## config.mk

```make
export PLATFORM = sky130hd
export DESIGN_NAME = instr_fetch
export DESIGN_NICKNAME = d
export VERILOG_FILES = /design/src/rtl/instr_fetch_pkg.sv /design/src/rtl/instr_fetch_chk.sv /design/src/rtl/instr_fetch_fifo.sv /design/src/rtl/instr_fetch.sv
export SDC_FILE = /design/constraint.sdc
export NUM_CORES = 1
export LEC_CHECK = 0
export ABC_AREA = 0
export BUFFER_PORTS_ARGS = -buffer_cell sky130_fd_sc_hd__buf_2
export CAP_MARGIN = 20
export CORE_AREA = 2 2 169 171
export DETAILED_ROUTE_END_ITERATION = 8
export DIE_AREA = 0 0 171 173
export PLACE_DENSITY_LB_ADDON = 0.08
export RECOVER_POWER = 50
export SLEW_MARGIN = 20
export SYNTH_ARGS = -nofsm -noshare
export SYNTH_HDL_FRONTEND = slang
export SYNTH_SLANG_ARGS = --single-unit
```

## constraint.sdc

```tcl
create_clock -name clk -period 2.6 [get_ports clk]
set_input_delay 0.26 -clock clk [delete_from_list [all_inputs] [get_ports clk]]
set_output_delay 0.26 -clock clk [all_outputs]
set_load 0.005 [all_outputs]
```

## src/rtl/instr_fetch_pkg.sv

```systemverilog
// Shared types and constants for the instruction fetch stage.
package instr_fetch_pkg;

  localparam int XLEN = 32;
  localparam logic [XLEN-1:0] NOP_INSTR = 32'h0000_0013;

  typedef struct packed {
    logic [XLEN-1:0] pc;
    logic [XLEN-1:0] instr;
  } fetch_entry_t;

endpackage

```

## src/rtl/instr_fetch_chk.sv

```systemverilog
// Protocol and bookkeeping assertions for instr_fetch.
module instr_fetch_chk
  import instr_fetch_pkg::*;
#(
  parameter int OW = 2
) (
  input logic          clk,
  input logic          rst_n,
  input logic          imem_rvalid_i,
  input logic [OW-1:0] outstanding_i,
  input logic [OW-1:0] tag_count_i,
  input logic          tag_empty_i,
  input fetch_entry_t  tag_head_i
);

  a_resp_has_request: assert property (@(posedge clk) disable iff (!rst_n)
    imem_rvalid_i |-> (outstanding_i != {OW{1'b0}}));

  a_tag_tracks_outstanding: assert property (@(posedge clk) disable iff (!rst_n)
    outstanding_i == tag_count_i);

  a_tag_entry_intact: assert property (@(posedge clk) disable iff (!rst_n)
    !tag_empty_i |-> (tag_head_i.instr == NOP_INSTR));

endmodule

```

## src/rtl/instr_fetch_fifo.sv

```systemverilog
// fetch_fifo: synchronous FIFO of fetch_entry_t with synchronous clear.
// Push and pop may coincide when full (pop frees the slot) or empty (no bypass).
module fetch_fifo
  import instr_fetch_pkg::*;
#(
  parameter int DEPTH = 4,
  localparam int PW = (DEPTH > 1) ? $clog2(DEPTH) : 1,
  localparam int CW = $clog2(DEPTH) + 1
) (
  input  logic         clk,
  input  logic         rst_n,
  input  logic         clear_i,
  input  logic         push_i,
  input  fetch_entry_t data_i,
  input  logic         pop_i,
  output fetch_entry_t data_o,
  output logic         empty_o,
  output logic [CW-1:0] count_o
);

  fetch_entry_t  mem_q [DEPTH];
  logic [PW-1:0] wr_ptr_q, wr_ptr_d;
  logic [PW-1:0] rd_ptr_q, rd_ptr_d;
  logic [CW-1:0] count_q, count_d;
  logic          full_s, do_push_s, do_pop_s;

  function automatic logic [PW-1:0] ptr_inc(input logic [PW-1:0] p);
    return (p == PW'(DEPTH - 1)) ? {PW{1'b0}} : p + PW'(1'b1);
  endfunction

  assign full_s    = (count_q == CW'(DEPTH));
  assign do_pop_s  = pop_i && (count_q != {CW{1'b0}});
  assign do_push_s = push_i && (!full_s || do_pop_s);

  // Pointer and occupancy next-state.
  always_comb begin
    wr_ptr_d = wr_ptr_q;
    rd_ptr_d = rd_ptr_q;
    count_d  = count_q;
    if (clear_i) begin
      wr_ptr_d = {PW{1'b0}};
      rd_ptr_d = {PW{1'b0}};
      count_d  = {CW{1'b0}};
    end else begin
      wr_ptr_d = do_push_s ? ptr_inc(wr_ptr_q) : wr_ptr_q;
      rd_ptr_d = do_pop_s ? ptr_inc(rd_ptr_q) : rd_ptr_q;
      case ({do_push_s, do_pop_s})
        2'b10:   count_d = count_q + CW'(1'b1);
        2'b01:   count_d = count_q - CW'(1'b1);
        default: count_d = count_q;
      endcase
    end
  end

  // Pointer and occupancy registers.
  always_ff @(posedge clk or negedge rst_n) begin
    if (!rst_n) begin
      wr_ptr_q <= {PW{1'b0}};
      rd_ptr_q <= {PW{1'b0}};
      count_q  <= {CW{1'b0}};
    end else begin
      wr_ptr_q <= wr_ptr_d;
      rd_ptr_q <= rd_ptr_d;
      count_q  <= count_d;
    end
  end

  // Storage; cleared on reset so no stale entry is ever presented.
  always_ff @(posedge clk or negedge rst_n) begin
    if (!rst_n) begin
      for (int i = 0; i < DEPTH; i++) mem_q[i] <= '0;
    end else if (do_push_s && !clear_i) begin
      mem_q[wr_ptr_q] <= data_i;
    end
  end

  assign data_o  = mem_q[rd_ptr_q];
  assign empty_o = (count_q == {CW{1'b0}});
  assign count_o = count_q;

endmodule

```

## src/rtl/instr_fetch.sv

```systemverilog
// Fetch stage: issues imem reads at pc_i, buffers {pc, instr} for decode, flushes on redirect.
// Optional FETCH_PERF_CNT_EN adds saturating decode-stall and flush counters.
module instr_fetch
  import instr_fetch_pkg::*;
#(
  parameter int FIFO_DEPTH      = 4,
  parameter int MAX_OUTSTANDING = 2
) (
  input  logic        clk,
  input  logic        rst_n,
  input  logic [31:0] pc_i,
  output logic        pc_advance_o,
  input  logic        flush_i,
  output logic        imem_req_o,
  output logic [31:0] imem_addr_o,
  input  logic        imem_gnt_i,
  input  logic        imem_rvalid_i,
  input  logic [31:0] imem_rdata_i,
  output logic        instr_valid_o,
  input  logic        instr_ready_i,
  output logic [31:0] instr_o,
  output logic [31:0] instr_pc_o,
  output logic [31:0] perf_stall_cnt_o,
  output logic [31:0] perf_flush_cnt_o
);

  localparam int CW = $clog2(FIFO_DEPTH) + 1;
  localparam int OW = $clog2(MAX_OUTSTANDING) + 1;
  localparam int SW = CW + 1;

  logic [OW-1:0] outstanding_q, outstanding_d;
  logic [OW-1:0] discard_q, discard_d;
  logic [CW-1:0] fifo_count_s;
  logic [OW-1:0] tag_count_s;
  logic [SW-1:0] occupancy_s;
  logic          req_s, grant_s, resp_s, drop_s, push_s, pop_s;
  logic          data_empty_s, tag_empty_s;
  fetch_entry_t  tag_in_s, tag_head_s, data_in_s, data_head_s;

  // Reserving a FIFO slot per in-flight read means memory never needs backpressure.
  assign occupancy_s = SW'(outstanding_q) + SW'(fifo_count_s);
  assign req_s       = rst_n && !flush_i
                       && (outstanding_q < OW'(MAX_OUTSTANDING))
                       && (occupancy_s < SW'(FIFO_DEPTH));
  assign grant_s     = req_s && imem_gnt_i;
  assign resp_s      = imem_rvalid_i;
  assign drop_s      = (discard_q != {OW{1'b0}});
  assign push_s      = resp_s && !drop_s && !flush_i;
  assign pop_s       = instr_valid_o && instr_ready_i;

  // In-flight and discard bookkeeping; a flush discards everything still in flight.
  always_comb begin
    outstanding_d = outstanding_q;
    discard_d     = discard_q;
    case ({grant_s, resp_s})
      2'b10:   outstanding_d = outstanding_q + OW'(1'b1);
      2'b01:   outstanding_d = outstanding_q - OW'(1'b1);
      default: outstanding_d = outstanding_q;
    endcase
    if (flush_i) begin
      discard_d = outstanding_d;
    end else if (resp_s && drop_s) begin
      discard_d = discard_q - OW'(1'b1);
    end else begin
      discard_d = discard_q;
    end
  end

  // Bookkeeping registers.
  always_ff @(posedge clk or negedge rst_n) begin
    if (!rst_n) begin
      outstanding_q <= {OW{1'b0}};
      discard_q     <= {OW{1'b0}};
    end else begin
      outstanding_q <= outstanding_d;
      discard_q     <= discard_d;
    end
  end

  assign tag_in_s  = '{pc: pc_i, instr: NOP_INSTR};
  assign data_in_s = '{pc: tag_head_s.pc, instr: imem_rdata_i};

  fetch_fifo #(.DEPTH(MAX_OUTSTANDING)) u_tag_q (
    .clk     (clk),
    .rst_n   (rst_n),
    .clear_i (1'b0),
    .push_i  (grant_s),
    .data_i  (tag_in_s),
    .pop_i   (resp_s),
    .data_o  (tag_head_s),
    .empty_o (tag_empty_s),
    .count_o (tag_count_s)
  );

  fetch_fifo #(.DEPTH(FIFO_DEPTH)) u_data_q (
    .clk     (clk),
    .rst_n   (rst_n),
    .clear_i (flush_i),
    .push_i  (push_s),
    .data_i  (data_in_s),
    .pop_i   (pop_s),
    .data_o  (data_head_s),
    .empty_o (data_empty_s),
    .count_o (fifo_count_s)
  );

  instr_fetch_chk #(.OW(OW)) u_chk (
    .clk           (clk),
    .rst_n         (rst_n),
    .imem_rvalid_i (imem_rvalid_i),
    .outstanding_i (outstanding_q),
    .tag_count_i   (tag_count_s),
    .tag_empty_i   (tag_empty_s),
    .tag_head_i    (tag_head_s)
  );

  assign imem_req_o    = req_s;
  assign imem_addr_o   = pc_i;
  assign pc_advance_o  = grant_s;
  assign instr_valid_o = !data_empty_s;
  assign instr_o       = data_head_s.instr;
  assign instr_pc_o    = data_head_s.pc;

`ifdef FETCH_PERF_CNT_EN
  logic [31:0] stall_cnt_q, flush_cnt_q;

  // Saturating performance counters.
  always_ff @(posedge clk or negedge rst_n) begin
    if (!rst_n) begin
      stall_cnt_q <= 32'h0000_0000;
      flush_cnt_q <= 32'h0000_0000;
    end else begin
      if (instr_valid_o && !instr_ready_i && (stall_cnt_q != 32'hFFFF_FFFF))
        stall_cnt_q <= stall_cnt_q + 32'd1;
      if (flush_i && (flush_cnt_q != 32'hFFFF_FFFF))
        flush_cnt_q <= flush_cnt_q + 32'd1;
    end
  end

  assign perf_stall_cnt_o = stall_cnt_q;
  assign perf_flush_cnt_o = flush_cnt_q;
`else
  assign perf_stall_cnt_o = 32'h0000_0000;
  assign perf_flush_cnt_o = 32'h0000_0000;
`endif

endmodule

```

==> impl_metrics.xml <==
<?xml version="1.0" encoding="UTF-8"?>
<metrics>
  <group name="status">
    <metric name="outcome" unit="">finished, violations left</metric>
    <metric name="failed_checks" unit="">capacitance limit, slew limit</metric>
  </group>
  <group name="logic_synthesis">
    <metric name="synth_edf_count" unit="">0</metric>
    <metric name="synth_mux_area_frac" unit="">0.356</metric>
    <metric name="ys_dominant_reg_cell" unit="">sky130_fd_sc_hd__dfrtp_1</metric>
    <metric name="synthDistinctLibCells" unit="">41</metric>
    <metric name="synth-compound-area-share" unit="">0.00616</metric>
    <metric name="synth_simple_gate_area_frac" unit="">0.0157</metric>
    <metric name="synthDominantCellAreaShare" unit="">0.536</metric>
    <metric name="post_synth.cell_area_avg" unit="µm²">15.8</metric>
    <metric name="postSynthCellCount" unit="">989</metric>
    <metric name="synth_seq_area_share" unit="">0.536</metric>
    <metric name="synth_top_family_by_area" unit="">multiplexers</metric>
    <metric name="synth_seq_cells" unit="">335</metric>
    <metric name="yosys.area_share.xor_xnor" unit="">0.00616</metric>
    <metric name="synth-adder-area-share" unit="">0.00847</metric>
    <metric name="ys_top_cells_by_area" unit="">sky130_fd_sc_hd__dfrtp_1, sky130_fd_sc_hd__mux2_2, sky130_fd_sc_hd__mux4_2</metric>
    <metric name="yosysWarnings" unit="">0</metric>
    <metric name="postSynth.asyncResetShare" unit="">1.00</metric>
    <metric name="synth_area_leader_cell" unit="">sky130_fd_sc_hd__dfrtp_1</metric>
    <metric name="syn_area" unit="µm²">15700</metric>
  </group>
  <group name="power_and_ir_drop">
    <metric name="p_switching" unit="mW">5.01</metric>
    <metric name="seq_power_share" unit="">0.416</metric>
    <metric name="internal_power" unit="mW">13.2</metric>
    <metric name="total_power" unit="mW">18.2</metric>
    <metric name="swShare" unit="">0.275</metric>
    <metric name="max-vdd-ir-drop" unit="mV">0.772</metric>
    <metric name="power_frac_comb" unit="">0.303</metric>
    <metric name="power_density" unit="nW/µm²">1030</metric>
    <metric name="total_leakage_power" unit="nW">8.63</metric>
    <metric name="clock_network_power_share" unit="">0.281</metric>
  </group>
  <group name="critical_path">
    <metric name="path_delay_family" unit="">flip-flops</metric>
    <metric name="cp.arrival" unit="ns">2.16</metric>
    <metric name="setup.worst_path.end_class" unit="">output pin</metric>
    <metric name="crit_path_start_kind" unit="">flip-flop</metric>
    <metric name="standard_cell_with_the_maximum_stage_delay_on_the_critical_path" unit="">sky130_fd_sc_hd__dfrtp_4</metric>
    <metric name="rr_worst_depth" unit="">9</metric>
    <metric name="path_class" unit="">flip-flop to output pin</metric>
    <metric name="critPathMaxStageDelay" unit="ns">0.65</metric>
    <metric name="worstPathBufferInverterCount" unit="">2</metric>
    <metric name="cell_chain_critical_path" unit="">buf_4, mux4_2, buf_2</metric>
    <metric name="required_time_at_the_worst_slack_endpoint" unit="ns">2.34</metric>
    <metric name="cp_max_fo" unit="">15</metric>
    <metric name="critical_path_cell_count" unit="">3</metric>
  </group>
  <group name="drt">
    <metric name="routed-via-count" unit="">8296</metric>
    <metric name="drt_wl_total" unit="µm">29900</metric>
    <metric name="initial_drt_markers" unit="">388</metric>
    <metric name="avgViaCountPerCell" unit="">5.38</metric>
    <metric name="drc" unit="">0</metric>
    <metric name="antenna_violating_nets_post_route" unit="">0</metric>
    <metric name="wire_per_inst" unit="µm">19.4</metric>
    <metric name="drt-pass1-iter-count" unit="">4</metric>
  </group>
  <group name="clock_tree">
    <metric name="numClockSinks" unit="">335</metric>
    <metric name="cts-resized-gates" unit="">0</metric>
    <metric name="clock_buffers_created_by_tritoncts" unit="">37</metric>
    <metric name="cts_tree" unit="">done</metric>
    <metric name="cts_buffer_depth" unit="">3</metric>
    <metric name="clk-insertion-delay-late" unit="ns">0.51</metric>
    <metric name="cts-root-buf" unit="">sky130_fd_sc_hd__clkbuf_16</metric>
    <metric name="path_clk_slew" unit="ns">0.06</metric>
    <metric name="cts_h_tree_depth" unit="">2</metric>
  </group>
  <group name="timing">
    <metric name="period_minus_slack" unit="ns">2.42</metric>
    <metric name="final_critical_path_setup_slack" unit="ns">0.179</metric>
    <metric name="hold_ws" unit="ns">0.0271</metric>
    <metric name="finalSetupViolations" unit="">0</metric>
    <metric name="max_slew_margin" unit="">-0.152</metric>
    <metric name="post-route-period-util" unit="">0.931</metric>
    <metric name="finClkSkew" unit="ns">0.0198</metric>
    <metric name="grt_setup_unrepaired" unit="">false</metric>
    <metric name="final-hold-violation-count" unit="">0</metric>
    <metric name="max_clock_freq" unit="MHz">413</metric>
    <metric name="final-max-slew-violation-count" unit="">134</metric>
    <metric name="setup_tns" unit="ns">0</metric>
    <metric name="worstMarginPinSlew" unit="ns">1.73</metric>
  </group>
  <group name="placed_design">
    <metric name="preCtsSetupSlack" unit="ns">0.380</metric>
    <metric name="io_buffer_count" unit="">168</metric>
    <metric name="hpwl" unit="µm">18400</metric>
    <metric name="routabilityCongestion" unit="">0.767</metric>
  </group>
  <group name="layout">
    <metric name="most-common-layout-cells" unit="">sky130_fd_sc_hd__dfrtp_1, sky130_fd_sc_hd__mux2_2, sky130_fd_sc_hd__buf_2, sky130_fd_sc_hd__mux4_2, sky130_fd_sc_hd__conb_1</metric>
    <metric name="layout.nets" unit="">1221</metric>
    <metric name="antenna-diode-count" unit="">0</metric>
    <metric name="synthesis_to_finish_area_growth" unit="%">13.1</metric>
    <metric name="most_common_cell_after_layout_fill_and_taps_aside" unit="">sky130_fd_sc_hd__dfrtp_1</metric>
    <metric name="final_layout_size_suffix_gt1_frac" unit="">0.532</metric>
  </group>
  <group name="grt">
    <metric name="grt_max_degree" unit="">139</metric>
    <metric name="grt_overflow" unit="">0</metric>
    <metric name="grt_antenna_before_repair" unit="">2</metric>
    <metric name="grt_pass1_wl" unit="µm">48500</metric>
    <metric name="grt_pass1_vias" unit="">8811</metric>
    <metric name="global_route.usage.total" unit="">0.208</metric>
  </group>
  <group name="min_path">
    <metric name="holdCritPathClass" unit="">input pin to flip-flop</metric>
    <metric name="hold_depth" unit="">2</metric>
  </group>
  <group name="die">
    <metric name="boundaryPins" unit="">233</metric>
    <metric name="num_rows" unit="">61</metric>
    <metric name="die_width" unit="µm">171</metric>
    <metric name="design.core.area" unit="µm²">27600</metric>
    <metric name="floorplan.die_area" unit="µm²">29600</metric>
    <metric name="floorplan.die.height" unit="µm">173</metric>
    <metric name="initial_utilization" unit="">0.566</metric>
  </group>
  <group name="run">
    <metric name="drv_cap" unit="">2</metric>
  </group>
</metrics>
per-layer routing:
layer / share of wire / track usage / wire (µm) / vias up
met5: 0.00087 / 0 / 26 / -
met4: 0.013 / 0.0399 / 386 / 4
met3: 0.044 / 0.0398 / 1330 / 34
met2: 0.49 / 0.341 / 14500 / 177
met1: 0.46 / 0.294 / 13600 / 4363
li1: - / - / - / 3718
timing repair:
| item | CTS | global route |
|---|---|---|
| hold endpoints to repair | 22 | 0 |
| buffers inserted | 0 | 0 |
| hold buffers | 7 | 0 |
kinds of logic after synthesis:
| kind of cell | count (synthesis) |
|---|---|
| other cells | 1 |
| xor+xnor | 11 |
| fa+ha+maj | 10 |
| flops | 335 |
| compound gates | 17 |
| simple gates | 38 |
| buf+inv | 156 |
| mux | 421 |
through the flow:
stage | util | cell area [µm²] | instances
floorplan | - | 15900 | 1052
global placement | 0.597 | 16500 | 1473
detailed placement | 0.597 | 16500 | 1473
CTS | 0.642 | 17700 | 1542
global route | 0.641 | 17700 | 1542
finish | 0.641 | 17700 | 1542
synthesized netlist by cell type (2+ instances only):
master and number:
sky130_fd_sc_hd__buf_1 5, sky130_fd_sc_hd__nand2_4 4, sky130_fd_sc_hd__buf_6 3, sky130_fd_sc_hd__mux2i_1 2, sky130_fd_sc_hd__mux2_4 30, sky130_fd_sc_hd__xnor2_1 7
sky130_fd_sc_hd__ha_1 9, sky130_fd_sc_hd__buf_2 11, sky130_fd_sc_hd__dfrtp_1 335, sky130_fd_sc_hd__nand3_1 3, sky130_fd_sc_hd__buf_4 120, sky130_fd_sc_hd__buf_12 3
sky130_fd_sc_hd__mux2_1 25, sky130_fd_sc_hd__nor3_1 2, sky130_fd_sc_hd__inv_1 6, sky130_fd_sc_hd__nor2_1 11, sky130_fd_sc_hd__nand2_1 7, sky130_fd_sc_hd__o21ai_0 8
sky130_fd_sc_hd__mux4_2 64, sky130_fd_sc_hd__mux2_2 300, sky130_fd_sc_hd__xor2_1 4, sky130_fd_sc_hd__clkbuf_1 8, sky130_fd_sc_hd__a21oi_1 4
path summary, 6_finish.rpt:
kind	start	to	slack [ns]
max reg2reg	u_data_q.count_o[1]	discard_q[1]	0.35
min	imem_rdata_i[9]	u_data_q.mem_q[73]	0.03
max	u_data_q.rd_ptr_q[0]	instr_pc_o[27]	0.18
min reg2reg	u_data_q.mem_q[109]	u_data_q.mem_q[109]	0.49
min in group asynchronous	rst_n	u_tag_q.mem_q[49]	0.19
max in group asynchronous	rst_n	u_data_q.mem_q[15]	0.49
area by class of cell:
class,instances,area [µm²]
fill,2079,9930
sequential,335,8390
multi-input combinational,561,6380
timing repair buffer,200,1230
clock buffer,57,1120
tap,378,473
clock inverter,5,75.1
inverter,6,22.5
state kept, by name, summed over array words and instances, names as in the netlist, 2 cells and up:
name               cells
discard_q              2
u_data_q.count_o       3
u_data_q.rd_ptr_q      2
u_data_q.mem_q       256
u_tag_q.mem_q         64
u_tag_q.count_o        2
outstanding_q          2
u_data_q.wr_ptr_q      2
power groups by stage:
| stage | sequential [mW] | clock, mW | combinational (mW) |
|---|---|---|---|
| after global routing | 7.77 | 5.52 | 6.01 |
| after global placement | 7.60 | 0 | 5.50 |
| final | 7.57 | 5.11 | 5.50 |
| after CTS | 7.57 | 5.26 | 5.62 |
| after floorplan | 7.29 | 0 | 4.15 |
| after detailed placement | 7.64 | 0 | 5.61 |
Note: power is estimated with default switching activity, not from simulation.
